`src/rtl/clockport_seq.sv`:
```
// Clockport access sequencer: turns a 68000 access at $D8xxxx into timed
// chip-select / read / write strobes on the clockport and hands back a DTACK request.
module clockport_seq #(
  parameter int unsigned SETUP_CYC  = 1,
  parameter int unsigned STROBE_CYC = 4,
  parameter int unsigned HOLD_CYC   = 1
) (
  input  logic       CLK,
  input  logic       RESET,
  input  logic       _AS,
  input  logic       R_W,
  input  logic       _LDS,
  input  logic [7:0] AH,
  input  logic [7:0] D_IN,
  input  logic [7:0] DD_IN,
  output logic       _SPARE_CS,
  output logic       _IORD,
  output logic       _IOWR,
  output logic       CP_DTACK,
  output logic       CP_OVR,
  output logic [7:0] RDATA,
  output logic [7:0] WDATA,
  output logic       D0_OE,
  output logic       DD8_OE
);

  typedef enum logic [2:0] {IDLE, SETUP, STROBE, HOLD, DONE} state_t;

  localparam logic [3:0] SETUP_LOAD  = 4'(SETUP_CYC - 1);
  localparam logic [3:0] STROBE_LOAD = 4'(STROBE_CYC - 1);
  localparam logic [3:0] HOLD_LOAD   = 4'(HOLD_CYC - 1);

  state_t     r_state;
  logic [3:0] r_cnt;
  logic       r_dir;
  logic       r_dtack;
  logic       r_cs;
  logic       r_iord;
  logic       r_iowr;
  logic       r_ddoe;
  logic [7:0] r_rdata;
  logic [7:0] r_wdata;

  logic w_hit;
  logic w_toIdle;

  assign w_hit = (AH == 8'hD8);
  // Any non-idle state returns to IDLE once _AS is seen high: abort or normal end.
  assign w_toIdle = _AS && (r_state != IDLE);

  always_ff @(posedge CLK or posedge RESET) begin
    if (RESET) begin
      r_state <= IDLE;
      r_cnt   <= 4'd0;
      r_dir   <= 1'b1;
      r_dtack <= 1'b0;
      r_cs    <= 1'b1;
      r_iord  <= 1'b1;
      r_iowr  <= 1'b1;
      r_ddoe  <= 1'b0;
      r_rdata <= 8'h00;
      r_wdata <= 8'h00;
    end else if (w_toIdle) begin
      r_state <= IDLE;
      r_cnt   <= 4'd0;
      r_dtack <= 1'b0;
      r_cs    <= 1'b1;
      r_iord  <= 1'b1;
      r_iowr  <= 1'b1;
      r_ddoe  <= 1'b0;
    end else begin
      case (r_state)
        IDLE: begin
          if (!_AS && w_hit) begin
            r_state <= SETUP;
            r_cnt   <= SETUP_LOAD;
            r_dir   <= R_W;
            r_wdata <= D_IN;
            r_cs    <= 1'b0;
            r_ddoe  <= !R_W;
          end
        end
        SETUP: begin
          if (r_cnt == 4'd0) begin
            r_state <= STROBE;
            r_cnt   <= STROBE_LOAD;
            r_iord  <= !r_dir;
            r_iowr  <= r_dir;
          end else begin
            r_cnt <= r_cnt - 4'd1;
          end
        end
        STROBE: begin
          if (r_cnt == 4'd0) begin
            r_state <= HOLD;
            r_cnt   <= HOLD_LOAD;
            r_iord  <= 1'b1;
            r_iowr  <= 1'b1;
            r_dtack <= 1'b1;
            if (r_dir) r_rdata <= DD_IN;
          end else begin
            r_cnt <= r_cnt - 4'd1;
          end
        end
        HOLD: begin
          if (r_cnt == 4'd0) begin
            r_state <= DONE;
            r_cs    <= 1'b1;
            r_ddoe  <= 1'b0;
          end else begin
            r_cnt <= r_cnt - 4'd1;
          end
        end
        default: ;
      endcase
    end
  end

  assign CP_OVR    = w_hit;
  assign _SPARE_CS = r_cs;
  assign _IORD     = r_iord;
  assign _IOWR     = r_iowr;
  assign DD8_OE    = r_ddoe;
  assign RDATA     = r_rdata;
  assign WDATA     = r_wdata;
  assign CP_DTACK  = r_dtack && !_AS;
  assign D0_OE     = r_dtack && r_dir && !_AS && !_LDS;

endmodule

```
`config.mk`:
```
export PLATFORM = sky130hd
export DESIGN_NAME = clockport_seq
export DESIGN_NICKNAME = d
export VERILOG_FILES = /design/src/rtl/clockport_seq.sv
export SDC_FILE = /design/constraint.sdc
export NUM_CORES = 1
export LEC_CHECK = 0
export BUFFER_PORTS_ARGS = -buffer_cell sky130_fd_sc_hd__buf_2
export CAP_MARGIN = 20
export CORE_AREA = 2 2 59 61
export CTS_CLUSTER_DIAMETER = 50
export DETAILED_ROUTE_END_ITERATION = 10
export DIE_AREA = 0 0 61 63
export GPL_ROUTABILITY_DRIVEN = 0
export GPL_TIMING_DRIVEN = 0
export PLACE_DENSITY = 0.75
export SYNTH_ARGS = -nofsm -noshare
export SYNTH_HDL_FRONTEND = slang
export SYNTH_SLANG_ARGS = --single-unit
```
`constraint.sdc`:
```
create_clock -name CLK -period 4.5 [get_ports CLK]
set_input_delay 0.225 -clock CLK [delete_from_list [all_inputs] [get_ports CLK]]
set_output_delay 0.225 -clock CLK [all_outputs]
set_load 0.01 [all_outputs]
```
-- After elaboration in Yosys (flattened, before gate mapping)
Cells that the tools add are included.
- reduce and logical (&&, ||, !) cells: 25
- multiplexer cells: 28
- equality and inequality tests: 9
- add/sub/neg operators: 1
- bitwise logic cells: 1
- operators with widths (operator ; number):
    $mux W4 ; 5
    $pmux W4 S4 ; 1
    $mux W3 ; 5
    $ne A3 B3 Y1 const B ; 5
    $mux W1 ; 12
    $pmux W3 S4 ; 1
    $reduce_and A3 Y1 ; 4
    $reduce_bool A3 Y1 ; 3
    $eq A8 B8 Y1 const B ; 1
    $pmux W1 S2 ; 4
    $eq A3 B2 Y1 const B ; 2
    $logic_and A1 B1 Y1 ; 6
    $reduce_and A5 Y1 ; 1
    $reduce_bool A5 Y1 ; 1
    $logic_not A1 Y1 ; 4
    $logic_not A4 Y1 ; 1
    $reduce_and A4 Y1 ; 1
    $reduce_bool A2 Y1 ; 2
    $sub A4 B1 Y4 const B ; 1
    $eq A3 B1 Y1 const B ; 1
    $logic_not A3 Y1 ; 1
    $reduce_and A2 Y1 ; 1
    $not A1 Y1 ; 1
- word-level logic and storage cells: 74
- output and inout bits: 23
- register bits: 29

-- Longest topological paths before layout
Gate-level depths: netlist of run 1.
- word-level depth: 5
- depth in mapped cells: 7
- gate-level depth less buffers: 6

-- Worst setup path before layout of run 1
No wires, ideal clock.
- path type: register -> register
- start: reg r_cnt[0]
- end: reg r_cnt[1]
- setup slack: 2445 ps
- setup time: 125 ps
- data required time: 4375 ps
- period minus slack after synthesis: 2055 ps
- cell stages (with the launch flop): 8
- arrival time: 1930 ps
- path buffers: 1
- cells stage by stage: dfrtp_1 > inv_1 > ha_1 > or3b_1 > buf_2 > o311a_1 > and2_4 > mux2_4
- word-level cells in the longest chain between the ends: 4
- elaborated cells between the ends (all ways): 9
- classes of those cells: add/sub: 1; eq/ne: 1; mux: 5; reduce/logical: 2
- RTL lines (element ; line ; source):
    from (decl) ; 34 ; logic [3:0] r_cnt;
    from (signal assigned) ; 90 ; r_cnt <= r_cnt - 4'd1;
    from (signal assigned) ; 102 ; r_cnt <= r_cnt - 4'd1;
    from (signal assigned) ; 111 ; r_cnt <= r_cnt - 4'd1;
    $sub A4 B1 Y4 / $logic_not A4 Y1 (equally long branches) ; n/a ;
    $mux W4 (on tied branches) ; 106, 84, 94 ;
    $pmux W4 S4 ; 72 ; case (r_state)
    $mux W4 ; 63 ; end else if (w_toIdle) begin
Several ways; a longest one is shown, not always the timed one. The select of a mux whose other input is x is not followed.
A chain may end at the register's enable or synchronous reset.

-- Worst setup path in the final report of run 1
- start: reg r_cnt[0]
- end: reg r_rdata[0], in the netlist RDATA[0]
- word-level cells in the longest chain between the ends: 2
- RTL lines (element ; line ; source):
    $logic_not A4 Y1 ; 94 ; if (r_cnt == 4'd0) begin
    $reduce_and A4 Y1 (no line) ; n/a ;
    to (signal assigned) ; 61 ; r_rdata <= 8'h00;
    to (signal assigned) ; 100 ; if (r_dir) r_rdata <= DD_IN;
    to (decl) ; 41 ; logic [7:0] r_rdata;
Every way passes these cells.

==> results.md, run 1 <==
* Grt ovf at 0
* Most common cell after layout, fill and taps aside: buf_2
* Syn Inst Count at 127
* Leak at 0.9704 nW
* Hold Path Class: in -> reg
* Setup slack on the worst flop-to-flop path at 2.25 ns
* Cts repair resizes at 0
* Largest fanout on the critical path at 8
* Setup TNS at 0 ns
* Gate power share at 29.0%
* Row cnt at 21
* Initial Util at 45.92%
* Vias in the first global route at 1165
* # placed instances at 223
* Layout cells sized above 1 at 49.73%
* Worst R2R Start: r_cnt[0]
* Number of remaining DRC errors at 0
* Setup Buffers After CTS at 0
* R2R depth at 5
* CTS H-tree lvls at 2
* Critical Path Start Type: flip-flop
* Maxcap violations at 0
* FFs w/ async S/R, synth at 100.0%
* Worst slew pin tran at 0.6174 ns
* Max IR drop VDD at 0.0002320 V
* CP Data Required Time at 4.70 ns
* Worst setup EP type: flip-flop
* Area Growth Syn to Fin at 26.39%
* Min Tclk post-route at 2.251 ns
* Final Total Pwr at 0.0006702 W
* Die height at 63 um
* Vias at 1199
* Overall routing resource usage at 17.77%
* # fillers at 264
* DR WL/cell at 12.94 um
* Sequential power share at 47.4%
* Synth warn at 0
* Fin. max-slew vios at 0
* Fmax achieved at 444.2 MHz
* Min-Delay Endpoint: WDATA[3]
* Clk pwr share at 23.6%
* Sequential-to-total area share from yosys stat at 49.24%
* Root Driver: clkbuf_4
* Diode count at 0
* DRT iter0 DRCs at 29
* Die extent in x at 61 um
* Switching pwr at 0.0002006 W
* Dpl cell area at 1792 um2
* Syn_area_per_cell at 11.68 um2
* Clk Latency, worst-skew pair at 0.32 ns
* Vias per inst at 5.146
* Non-filler instance count after layout at 233
* First-pass GRT wire length at 5.057 mm
* Total clock sinks at 29
* DRT Wirelength at 3.015 mm
* Final Skew at 0.01140 ns
* Number of synthesized flops with an enable pin at 0
* Clock slew at reported path FFs at 0.09 ns
* Core Region at 3232 um2
* Initial antenna violation count at 0
* WHS Path Cells at 2
* Synth Register Bits at 29
* Int Power at 0.0004696 W
* Num CTS Buffers at 5
* Fin crit share at 50.02%
* Die ar. at 3843 um2
* Status: completed
* Final instance area at 1876 um2
* Worst slew margin at 58.79%
* Yosys cell types at 47
* Switching share of total power at 29.94%
* Synthesized area at 1484 um2
* HP Start: D_IN[3]
* Antenna-violating nets left at 0
* Largest net degree at the start of global routing at 30
* Synth Flop Type: dfrtp_1
* PortBufs at 50
* DP HPWL at 2.319 mm
* Clock Path Buffers at 2
* RSZ-0062 raised after global routing: false
* I/O pins at 52
* Core Util, Final at 58.03%
* Reg2reg end: RDATA[0]
* Final setup violation count at 0
* Final hold viol count at 0
* # nets final at 217
* Critical Path AT at 2.45 ns
* DR pass1 iterations at 4
* Cts hold-fix bufs at 0
* Synthesized Nets at 158
* PD cells at 357.3 nW/um2
* CTS tree: yes
* Most frequent cells in the layout: buf_2, dfrtp_1, mux2_2
* Kind of critical path: reg -> reg
layout make-up:
class	instances	area [um2]	area share, %
Sequential cell	29	730.7	38.96
Clock buffer	8	58.81	3.135
Buffer	7	30.03	1.601
Timing Repair Buffer	52	275.3	14.68
Inverter	5	18.77	1.001
Multi-Input combinational cell	86	704.4	37.56
Tap cell	46	57.56	3.069
worst max-delay path, cell delays in order, from the launching register on:
cell and delay, ns:
dfrtp_1 0.44, inv_1 0.14, ha_1 0.23, nor3b_1 0.46, nand4_1 0.45, mux2_2 0.42
sequential cells by signal, indices dropped and copies added, names as in the netlist:
name and count:
_IORD 1, RDATA 8, DD8_OE 1, r_state 3
r_cnt 4, WDATA 8, r_dir 1, _IOWR 1
_SPARE_CS 1, r_dtack 1
per-layer routing:
metal  wire length [um]  share of wire (%)  GRT usage, %  vias to the layer above
li1                   -                  -             -                      587
met1               1242                 41         20.54                      562
met2               1521                 50         30.11                       47
met3                214                7.1         6.004                        3
met4                 38                1.3         5.707                        0
met5                  0                  0             0                        -
worst max-delay path by stage:
stage                  start  endpoint  cells after the start  slack [ns]
CTS                 r_cnt[0]  r_cnt[1]                      7        2.26
global route        r_cnt[0]  RDATA[0]                      5        2.12
detailed placement  r_cnt[0]  RDATA[0]                      5        2.29
global placement    r_cnt[0]  r_cnt[1]                      7        2.32
finish              r_cnt[0]  RDATA[0]                      5        2.25
floorplan           r_cnt[0]  r_cnt[1]                      7        2.45
through the flow:
stage	hold slack (ns)	setup WS (ns)
finish	0.1332	2.249
global route	0.1055	2.120
CTS	0.1173	2.264
detailed placement	0.4600	2.287
global placement	0.4564	2.321
floorplan	0.3001	2.445
power by group through the flow:
stage	clock [W]	sequential, W	combinational (W)
2_1_floorplan	0	0.000326	0.000126
3_3_place_gp	0	0.000321	0.000184
3_5_place_dp	0	0.000323	0.000191
4_1_cts	0.000166	0.000318	0.000192
5_1_grt	0.000180	0.000322	0.000214
6_report	0.000158	0.000318	0.000194
cells by family after synthesis:
| family | share of synthesized area [%] |
|---|---|
| AND/OR/NAND/NOR | 16.78 |
| flip-flops | 49.24 |
| AO/OA/AOI/OAI | 11.55 |
| multiplexers | 16.86 |
| buffers and inverters | 3.288 |
| adder cells (fa/ha/maj) | 1.686 |
| XOR/XNOR | 0.5903 |
cell usage after synthesis (2+ instances only):
cell,n,area share (%)
nand2_1,3,0.76
a21oi_1,3,1.0
clkbuf_1,3,0.76
buf_2,2,0.67
inv_1,5,1.3
nor4b_1,2,1.2
nand2b_1,2,0.84
mux2_2,20,15
or4b_2,3,2.0
nor2_1,10,2.5
nor2b_1,3,1.3
o21ai_0,2,0.67
or3_1,2,0.84
dfrtp_1,25,42
dfstp_2,4,7.1
o31ai_1,2,1.0
ha_1,2,1.7
nor3_1,3,1.0
nor3b_1,3,1.5
Note: power is estimated with default switching activity, not from simulation.
==> run 2, diff against run 1 <==
==> constraint.sdc (replaced) <==
create_clock -name CLK -period 2.22 [get_ports CLK]
set_input_delay 0.111 -clock CLK [delete_from_list [all_inputs] [get_ports CLK]]
set_output_delay 0.111 -clock CLK [all_outputs]
set_load 0.01 [all_outputs]
==> results.md, run 2 (synthesized netlist as in run 1, its figures left out) <==
* Crit-path max cell delay at 0.43 ns
* Kind of critical path: reg -> reg
* Number of remaining DRC errors at 0
* DRT iter0 DRCs at 26
* Clock Path Buffers at 2
* CTS H-tree lvls at 2
* DRT Wirelength at 3.078 mm
* Worst slew margin at 58.80%
* Largest net degree at the start of global routing at 30
* Hold Path Class: in -> reg
* # placed instances at 223
* Overall routing resource usage at 17.81%
* PortBufs at 50
* RSZ-0062 raised after global routing: false
* Fin crit share at 97.15%
* Grt ovf at 0
* Diode count at 0
* # nets final at 222
* Final hold viol count at 0
* Core Util, Final at 59.47%
* I/O pins at 52
* Critical Path Start Type: flip-flop
* Layout cells sized above 1 at 51.56%
* Fmax achieved at 463.7 MHz
* Die height at 63 um
* Vias per inst at 5.151
* Die ar. at 3843 um2
* Fin. max-slew vios at 0
* Initial Util at 45.92%
* Setup TNS at 0 ns
* Crit-path cells: inv_2, ha_2, or3b_1, buf_2, o311a_1, and2_4, mux2_4
* Largest fanout on the critical path at 6
* DR pass1 iterations at 4
* Final instance area at 1922 um2
* Min Tclk post-route at 2.157 ns
* Leak at 0.9905 nW
* Antenna-violating nets left at 0
* Core Region at 3232 um2
* Clock slew at reported path FFs at 0.09 ns
* Maxcap violations at 0
* Final hold slack at 0.01888 ns
* # fillers at 258
* Total clock sinks at 29
* DR WL/cell at 12.93 um
* Worst setup EP type: flip-flop
* Most frequent cells in the layout: buf_2, dfrtp_1, mux2_2
* First-pass GRT wire length at 5.071 mm
* Max IR drop VDD at 0.0004700 V
* Bufs and invs on worst path at 2
* Final setup violation count at 0
* Slowest CP cell: dfrtp_2
* CTS tree: yes
* Status: completed
* Dpl cell area at 1792 um2
* Clk Latency, worst-skew pair at 0.32 ns
* Worst slew pin tran at 0.6173 ns
* Non-filler instance count after layout at 238
* Delay-heaviest family, CP: simple AND/OR/NAND/NOR gates
* DP HPWL at 2.319 mm
* CP Data Required Time at 2.42 ns
* Final Skew at 0.01142 ns
* Row cnt at 21
* Root Driver: clkbuf_4
* Vias in the first global route at 1168
* Area Growth Syn to Fin at 29.51%
* Die extent in x at 61 um
* PD cells at 720.7 nW/um2
* Most common cell after layout, fill and taps aside: buf_2
* Initial antenna violation count at 0
* Num CTS Buffers at 5
* Vias at 1226
* Critical Path AT at 2.35 ns
-- run 2: cell count changes in the layout (fill, tap and decap cells not counted) --
cell,change
buf_4,+3
dlygate4sd3_1,+2
dfrtp_1,-1
dfrtp_2,+1
ha_1,-1
ha_2,+1
inv_1,-1
inv_2,+1
-- run 2: report_power, final --
| group | internal (W) | switching (W) | total, W |
|---|---|---|---|
| Clock | 0.000156 | 0.000164 | 0.000320 |
| Combinational | 0.000216 | 0.000206 | 0.000422 |
| Sequential | 0.000601 | 0.0000426 | 0.000643 |
| Total | 0.000973 | 0.000412 | 0.00139 |
-- run 2: layout make-up --
cell class | instances | area, um2 | share of cell area (%)
Clock buffer | 8 | 58.81 | 3.060
Timing Repair Buffer | 57 | 317.8 | 16.54
Buffer | 7 | 30.03 | 1.563
Inverter | 5 | 18.77 | 0.9766
Tap cell | 46 | 57.56 | 2.995
Multi-Input combinational cell | 86 | 706.9 | 36.78
Sequential cell | 29 | 732.0 | 38.09
-- run 2: path summary, 6_finish.rpt --
check	from	endpoint	slack (ns)	depth (start not counted)
hold / removal	D_IN[0]	WDATA[0]	0.02	2
hold reg to reg	RDATA[4]	RDATA[4]	0.50	1
max in group asynchronous	RESET	_IORD	1.22	4
setup reg to reg	r_cnt[0]	r_cnt[1]	0.06	7
min in group asynchronous	RESET	WDATA[4]	0.41	3
setup / recovery	r_cnt[0]	r_cnt[1]	0.06	7
-- run 2: worst reg2reg max path, cell delays in order (launching register included) --
cell,delay [ns]
dfrtp_2,0.43
inv_2,0.09
ha_2,0.20
or3b_1,0.33
buf_2,0.16
o311a_1,0.35
and2_4,0.18
mux2_4,0.29
-- run 2: per-stage QoR --
stage | power, W | worst slack, ns
floorplan | 0.0009164 | 0.1651
global placement | 0.001022 | 0.04097
detailed placement | 0.001041 | 0.006931
CTS | 0.001372 | 0.02312
global route | 0.001479 | 0.004476
finish | 0.001385 | 0.06332
-- run 2: timing repair --
| action | 4_1_cts | 5_1_grt |
|---|---|---|
| setup buffers | 0 | 3 |
| pin swaps | 0 | 1 |
| gates resized for setup | 1 | 2 |
| hold buffers | 0 | 3 |
| endpoints found under the setup margin | 4 | 9 |
| endpoints found under the hold margin | 0 | 14 |
-- run 2: routing by layer --
layer,routed length (um),share of wire (%),up-vias,GRT usage (%)
met4,38,1.2,0,5.707
met1,1274,41,576,20.67
met5,0,0,-,0
met3,203,6.6,3,6.004
met2,1562,51,49,30.11
li1,-,-,598,-
